===== config.mk =====
export PLATFORM = sky130hd
export DESIGN_NAME = serial_tx_shifter
export DESIGN_NICKNAME = d
export VERILOG_FILES = /design/src/rtl/serial_link_pkg.sv /design/src/rtl/serial_tx_shifter_tx_shift_reg.sv /design/src/rtl/serial_tx_shifter.sv
export SDC_FILE = /design/constraint.sdc
export NUM_CORES = 1
export LEC_CHECK = 0
export CAP_MARGIN = 20
export CORE_UTILIZATION = 52
export CTS_BUF_LIST = sky130_fd_sc_hd__clkbuf_8
export CTS_CLUSTER_SIZE = 16
export DETAILED_ROUTE_END_ITERATION = 8
export GPL_ROUTABILITY_DRIVEN = 0
export HOLD_SLACK_MARGIN = 0.12
export PLACE_DENSITY = 0.89
export SLEW_MARGIN = 20
export SYNTH_ARGS = -nofsm -noshare
export SYNTH_HDL_FRONTEND = slang
export SYNTH_HIERARCHICAL = 1
export SYNTH_SLANG_ARGS = --single-unit
export TNS_END_PERCENT = 100

===== constraint.sdc =====
create_clock -name clk -period 2.1 [get_ports clk]
set_clock_uncertainty 0.15 [all_clocks]
set_input_delay 0.42 -clock clk [delete_from_list [all_inputs] [get_ports clk]]
set_output_delay 0.42 -clock clk [all_outputs]
set_load 0.05 [all_outputs]

===== src/rtl/serial_link_pkg.sv =====
// Definitions shared by both ends of the serial bit link.
// Holds the FSM state codes and the default word length.
package serial_link_pkg;

   localparam logic ST_IDLE  = 1'b0;
   localparam logic ST_SHIFT = 1'b1;

   localparam int LINK_WIDTH = 8;

   typedef enum logic {
      S_IDLE  = ST_IDLE,
      S_SHIFT = ST_SHIFT
   } tx_state_e;

endpackage


===== src/rtl/serial_tx_shifter_tx_shift_reg.sv =====
// Loadable shift register for the serial transmitter.
// A load captures din already advanced by one bit, because the first bit is sent straight from din.
module tx_shift_reg import serial_link_pkg::*; #(
   parameter int WIDTH = LINK_WIDTH
) (
   input  logic             clk,
   input  logic             reset,
   input  logic             load,
   input  logic             shift,
   input  logic [WIDTH-1:0] din,
   input  logic             msb_first,
   output logic [WIDTH-1:0] q,
   output logic             sbit
);

   logic [WIDTH-1:0] q_reg;
   logic [WIDTH-1:0] src;
   logic [WIDTH-1:0] q_next;

   always_comb begin
      src    = load ? din : q_reg;
      q_next = msb_first ? (src << 1) : (src >> 1);
   end

   always_ff @(posedge clk or posedge reset) begin
      if (reset) begin
         q_reg <= '0;
      end else if (load || shift) begin
         q_reg <= q_next;
      end
   end

   assign q    = q_reg;
   assign sbit = msb_first ? q_reg[WIDTH-1] : q_reg[0];

endmodule


===== src/rtl/serial_tx_shifter.sv =====
// Parallel-in/serial-out transmitter: valid/ready word load, one bit per clock,
// frame strobe while data is on the line and a one-cycle done pulse afterwards.
module serial_tx_shifter import serial_link_pkg::*; #(
   parameter int WIDTH     = LINK_WIDTH,
   parameter bit MSB_FIRST = 1'b1
) (
   input  logic             clk,
   input  logic             reset,
   input  logic             load_valid,
   input  logic [WIDTH-1:0] load_data,
   output logic             load_ready,
   output logic             ser_out,
   output logic             ser_frame,
   output logic             done
);

   localparam int CNT_W = (WIDTH > 1) ? $clog2(WIDTH) : 1;

   tx_state_e        state_reg, state_next;
   logic [CNT_W-1:0] cnt_reg, cnt_next;
   logic             ser_out_reg, ser_out_next;
   logic             ser_frame_reg, ser_frame_next;
   logic             done_reg, done_next;
   logic             sr_load, sr_shift, sr_sbit;
   logic [WIDTH-1:0] sr_q_unused;
   logic             first_bit;

   assign first_bit = MSB_FIRST ? load_data[WIDTH-1] : load_data[0];

   tx_shift_reg #(
      .WIDTH(WIDTH)
   ) u_shift_reg (
      .clk      (clk),
      .reset    (reset),
      .load     (sr_load),
      .shift    (sr_shift),
      .din      (load_data),
      .msb_first(MSB_FIRST),
      .q        (sr_q_unused),
      .sbit     (sr_sbit)
   );

   always_comb begin
      state_next     = state_reg;
      cnt_next       = cnt_reg;
      ser_out_next   = 1'b0;
      ser_frame_next = 1'b0;
      done_next      = 1'b0;
      sr_load        = 1'b0;
      sr_shift       = 1'b0;
      case (state_reg)
         S_IDLE: begin
            if (load_valid) begin
               sr_load        = 1'b1;
               state_next     = S_SHIFT;
               cnt_next       = CNT_W'(WIDTH - 1);
               ser_out_next   = first_bit;
               ser_frame_next = 1'b1;
            end
         end
         S_SHIFT: begin
            // cnt_reg counts the bits still to be put on the line after the current one
            if (cnt_reg == '0) begin
               state_next = S_IDLE;
               done_next  = 1'b1;
            end else begin
               sr_shift       = 1'b1;
               cnt_next       = cnt_reg - 1'b1;
               ser_out_next   = sr_sbit;
               ser_frame_next = 1'b1;
            end
         end
         default: state_next = S_IDLE;
      endcase
   end

   always_ff @(posedge clk or posedge reset) begin
      if (reset) begin
         state_reg     <= S_IDLE;
         cnt_reg       <= '0;
         ser_out_reg   <= 1'b0;
         ser_frame_reg <= 1'b0;
         done_reg      <= 1'b0;
      end else begin
         state_reg     <= state_next;
         cnt_reg       <= cnt_next;
         ser_out_reg   <= ser_out_next;
         ser_frame_reg <= ser_frame_next;
         done_reg      <= done_next;
      end
   end

   assign load_ready = (state_reg == S_IDLE) && !reset;
   assign ser_out    = ser_out_reg;
   assign ser_frame  = ser_frame_reg;
   assign done       = done_reg;

endmodule

==> qor.csv, run 1 <==
stage,metric,value,unit
run_status,status,"complete, no violations",
job,maxCapViolCount,0,
die,dieWidth,39.7,microns
die,row_count,13,
die,die_h,39.7,microns
power_and_ir_drop,p_leak,0.457,nW
timing,setup_viol,0,
power_and_ir_drop,power.density,1510,nW/um^2
route,wl_per_cell,14.8,microns
power_and_ir_drop,p_switching,597,uW
clocking,cts-htree-levels,1,
clocking,cts_made_buffers,3,
synthesis,ys_warn_count,6,
clocking,cts_buffer_depth,2,
timing,layout_setup_ws,116,ps
synthesis,postSynthCellCount,74,
clocking,clk_pin_slew,60,ps
clocking,clkSinkCount,14,
power_and_ir_drop,clkPwrFrac,14.6,%
placement,dp_slack,-16.0,ps
hold_path,hold_class,in -> async,
route,wl,1630,microns
setup_path,startpoint_type,register,
synthesis,synth_edf_count,0,
die,io_pins,15,
setup_path,r2r_cells,7,
global_routing,overflow,0,
global_routing,grt_first_pass_wirelength,2470,microns
route,top_layer,met4,
setup_path,r2r_setup_slack,120,ps
setup_path,cp_max_fo,7,
timing,grt_setup_unrepaired,false,
synthesis,ys_seq_area_share,47.4,%
final_layout,largest_reg_flops,8,
timing,period_needed,1980,ps
route,drc,0,
route,route.met2.wl,737,microns
clocking,cts_setup_buffers,0,
power_and_ir_drop,power,1.47,mW
clocking,root_buffer,clkbuf_8,
setup_path,crit_type,reg -> reg,
power_and_ir_drop,pwr-share-seq,32.7,%
clocking,cts_hold_buf,0,
final_layout,area_growth_syn_to_layout,32.0,%
global_routing,first_global_vias,585,
route,drt_iter0_markers,27,
timing,timing_hold_violations_final,0,
placement,port_buffers,14,
final_layout,layout-drive-gt1-share,14.7,%
global_routing,grt_antenna_before_repair,0,
clocking,clock_latency,240,ps
final_layout,antenna_cells,0,
clocking,cts_tree,built,
route,wl_met3,102,microns
setup_path,crit_required,2070,ps
power_and_ir_drop,swShare,40.5,%
setup_path,critPathMaxStageDelay,390,ps
die,core-area,1320,sq um
route,wl_met1,776,microns
route,firstDrtPassIters,6,
setup_path,slowest_stage,dfrtp_1,
timing,fmax,504,MHz
synthesis,synth_ff_type,dfrtp_1,
global_routing,track_usage,24.4,%
global_routing,grt_max_degree,13,
die,initial_utilization,56.1,%
power_and_ir_drop,vdd_drop_max,1010,uV
power_and_ir_drop,p_comb_share,52.7,%
synthesis,syn_avg_cell_area,9.99,sq um
setup_path,path_cells,inv_1 > ha_1 > nand2b_1 > and2_1 > nor2b_1 > a22o_1 > a221o_1,
setup_path,end_kind,register,
setup_path,arrival,1950,ps
synthesis,synthArstFlopShare,100,%
synthesis,ys_ff_latch,14,
die,dieArea,1580,sq um
route,viasPerCell,5.96,
power_and_ir_drop,internal-power,875,uW
setup_path,rr_startpoint,cnt_reg[0]$_DFFE_PP0P_,
clocking,post_cts_resized,0,
synthesis,synth_cell_types,32,
route,ant_nets,0,
final_layout,fin_nets,110,
setup_path,worstReg2RegEnd,u_shift_reg/q[6]$_DFFE_PP0P_,
placement,dp_hpwl,1170,microns
timing,slew_violations,0,
route,via_count,656,
synthesis,syn_area,739,sq um
timing,min_period_over_period,94.5,%
## final cells by class
class,instances,area (sq um)
clock buffer,3,41.3
fill,90,342
inverter,5,18.8
multi-input combinational,55,369
sequential,14,350
tap,15,18.8
timing repair buffer,18,178
## worst max-delay path: cells and delay by family, from the launching register on
family          cells  cell delay, ps
flops               1             390
simple gates        3             540
compound gates      2             510
fa+ha+maj           1             190
buf+inv             1              80
## placed cells by master (no fill, tap or decap), types with 2 or more instances in the layout
| cell type | Yosys | layout |
|---|---|---|
| a21oi_1 | 7 | 7 |
| a221o_1 | 4 | 4 |
| and2_1 | 2 | 2 |
| buf_4 | 0 | 5 |
| clkbuf_8 | 0 | 3 |
| clkdlybuf4s50_1 | 0 | 12 |
| conb_1 | 1 | 3 |
| dfrtp_1 | 14 | 14 |
| ha_1 | 2 | 2 |
| inv_1 | 5 | 5 |
| nand2_1 | 8 | 8 |
| nand3b_1 | 4 | 4 |
| nor2_1 | 2 | 2 |
| nor2_2 | 2 | 2 |
| nor2b_1 | 2 | 2 |
| o21a_1 | 2 | 2 |
## worst max path at each step
stage                                start                      endpoint  cells past startpoint
floorplan              ser_frame$_DFF_PP0_  u_shift_reg/q[5]$_DFFE_PP0P_                      4
global placement                load_valid  u_shift_reg/q[4]$_DFFE_PP0P_                      6
detailed placement              load_valid  u_shift_reg/q[4]$_DFFE_PP0P_                      6
CTS                 cnt_reg[0]$_DFFE_PP0P_  u_shift_reg/q[6]$_DFFE_PP0P_                      7
global route        cnt_reg[0]$_DFFE_PP0P_  u_shift_reg/q[6]$_DFFE_PP0P_                      7
finish              cnt_reg[0]$_DFFE_PP0P_  u_shift_reg/q[6]$_DFFE_PP0P_                      7
## synthesized netlist by cell type (2+ instances only)
cell,n,area (sq um)
dfrtp_1,14,350
nor2_1,2,7.51
nand3b_1,4,30.0
nor2b_1,2,12.5
and2_1,2,12.5
nand2_1,8,30.0
o21a_1,2,15.0
a221o_1,4,40.0
ha_1,2,25.0
nor2_2,2,12.5
inv_1,5,18.8
a21oi_1,7,35.0
## metal layers
metal | track usage, % | vias up
met3 | 3.41 | 2
met4 | 12.9 | 0
met1 | 31.9 | 313
met2 | 38.1 | 35
met5 | 0 | -
li1 | - | 306
## stage by stage
step	cell area, sq um	util (%)	hold WS, ps	cells	setup TNS [ps]
after detailed placement	935	70.9	350	107	-16.0
after CTS	976	74.1	325	110	0
final	976	74.1	311	110	0
after global placement	935	70.9	333	107	0
after global routing	976	74.1	351	110	0
after floorplan	747	-	61.0	76	0
## power groups by stage
| stage | clock network (mW) | logic (mW) | registers (mW) |
|---|---|---|---|
| after floorplan | 0 | 0.459 | 0.545 |
| after CTS | 0.219 | 0.766 | 0.480 |
| final | 0.215 | 0.775 | 0.481 |
| after global routing | 0.228 | 0.838 | 0.498 |
| after detailed placement | 0 | 0.753 | 0.483 |
| after global placement | 0 | 0.735 | 0.477 |
## kinds of logic after synthesis
| kind of cell | Yosys count | share of synthesized area [%] |
|---|---|---|
| compound gates | 23 | 23.3 |
| simple gates | 26 | 20.1 |
| flops | 14 | 47.4 |
| mux | 1 | 1.52 |
| buf+inv | 7 | 3.72 |
| other cells | 1 | 0.507 |
| fa+ha+maj | 2 | 3.38 |
No activity file was read; power rests on OpenSTA's default activity.
==> run 2, diff against run 1 <==
CELL_PAD_IN_SITES_DETAIL_PLACEMENT = 0   (was default)
CELL_PAD_IN_SITES_GLOBAL_PLACEMENT = 1   (was default)
CORE_UTILIZATION = 39   (was 52)
PLACE_DENSITY = 0.87   (was 0.89)
clock period = 2 ns   (was 2.1 ns; I/O delays follow)
==> qor.csv, run 2 (synthesis results as in run 1) <==
stage,metric,value,unit
setup_path,crit_type,reg -> reg,
die,dieArea,2070,sq um
global_routing,grt_antenna_before_repair,0,
clocking,root_buffer,clkbuf_8,
clocking,clkSinkCount,14,
clocking,cts_made_buffers,3,
global_routing,track_usage,18.3,%
clocking,post_cts_resized,0,
global_routing,grt_first_pass_wirelength,2670,microns
die,row_count,15,
final_layout,final_util,59.9,%
timing,period_needed,1910,ps
final_layout,final_common_cell,dfrtp_1,
placement,dp_hpwl,1240,microns
final_layout,layout-drive-gt1-share,20.6,%
setup_path,end_kind,register,
route,wl,1590,microns
clocking,cts_buffer_depth,2,
route,drt_iter0_markers,7,
timing,grt_setup_unrepaired,false,
timing,min_period_over_period,95.7,%
job,maxCapViolCount,0,
hold_path,hold_class,in -> async,
final_layout,final_area,1050,sq um
timing,layout_setup_ws,85.6,ps
route,ant_nets,0,
setup_path,arrival,1890,ps
placement,dp_slack,-110,ps
route,via_count,642,
route,firstDrtPassIters,4,
clocking,clock_latency,240,ps
clocking,cts_hold_buf,0,
die,initial_utilization,42.4,%
power_and_ir_drop,p_leak,0.493,nW
setup_path,r2r_cells,7,
final_layout,area_growth_syn_to_layout,41.5,%
setup_path,cp_max_fo,6,
placement,placed_cell_area,1000,sq um
die,die_h,45.5,microns
final_layout,largest_reg_flops,8,
global_routing,grt_max_degree,11,
die,core-area,1750,sq um
global_routing,overflow,0,
clocking,cts_tree,built,
setup_path,startpoint_type,register,
die,io_pins,15,
clocking,clk_pin_slew,50,ps
clocking,cts-htree-levels,1,
final_layout,final_cell_mix,"dfrtp_1 (14), clkdlybuf4s50_1 (12), buf_4 (12)",
final_layout,fill_cells,158,
power_and_ir_drop,vdd_drop_max,833,uV
timing,slew_violations,0,
timing,timing_hold_violations_final,0,
run_status,status,"complete, no violations",
clocking,cts_setup_buffers,0,
route,viasPerCell,5.06,
timing,fmax,522,MHz
route,wl_per_cell,12.5,microns
final_layout,antenna_cells,0,
setup_path,crit_required,1970,ps
global_routing,first_global_vias,613,
die,dieWidth,45.5,microns
route,drc,0,
timing,setup_viol,0,
power_and_ir_drop,power.density,1560,nW/um^2
final_layout,fin_nets,117,
placement,port_buffers,14,
[run 2: report_power, final]
group	switching, mW	internal (mW)
clock network	0.0897	0.133
registers	0.0943	0.411
logic	0.458	0.450
total	0.642	0.994
[run 2: worst max-delay path, cell delays in order, from the launching register on]
cell	delay (ps)
dfrtp_1	390
inv_1	90
ha_1	200
nand2b_1	80
and2_1	230
and3b_1	220
o21a_1	180
a221o_1	260
[run 2: worst paths after layout]
check	from	end	slack, ps
max in group asynchronous	reset	u_shift_reg/q[0]$_DFFE_PP0P_	1140
min in group clk	u_shift_reg/q[1]$_DFFE_PP0P_	u_shift_reg/q[1]$_DFFE_PP0P_	350
setup / recovery	cnt_reg[0]$_DFFE_PP0P_	u_shift_reg/q[4]$_DFFE_PP0P_	90
setup reg to reg	cnt_reg[0]$_DFFE_PP0P_	u_shift_reg/q[4]$_DFFE_PP0P_	90
hold reg to reg	u_shift_reg/q[1]$_DFFE_PP0P_	u_shift_reg/q[1]$_DFFE_PP0P_	350
hold / removal	reset	ser_out$_DFF_PP0_	280
[run 2: routing by layer]
metal	routed length (microns)	global-route usage [%]	up-vias
li1	-	-	322
met1	785	24.5	301
met2	725	28.0	17
met3	70	3.57	2
met4	10	9.09	0
met5	0	0	-
[run 2: final cells by class]
type / count / area [sq um] / area share [%]
Multi-Input combinational cell: 55 / 374 / 35.8
Sequential cell: 14 / 350 / 33.5
Timing Repair Buffer: 25 / 230 / 22.0
Clock buffer: 3 / 41.3 / 3.95
Tap cell: 25 / 31.3 / 2.99
Inverter: 5 / 18.8 / 1.79
[run 2: stage by stage]
stage	hold WS (ps)	instances	total power [mW]	TNS, ps
4_1_cts	285	127	1.62	0
2_1_floorplan	41.0	76	1.05	0
5_1_grt	304	127	1.74	0
3_5_place_dp	346	124	1.40	-387
3_3_place_gp	337	124	1.37	-275
6_report	280	127	1.64	0
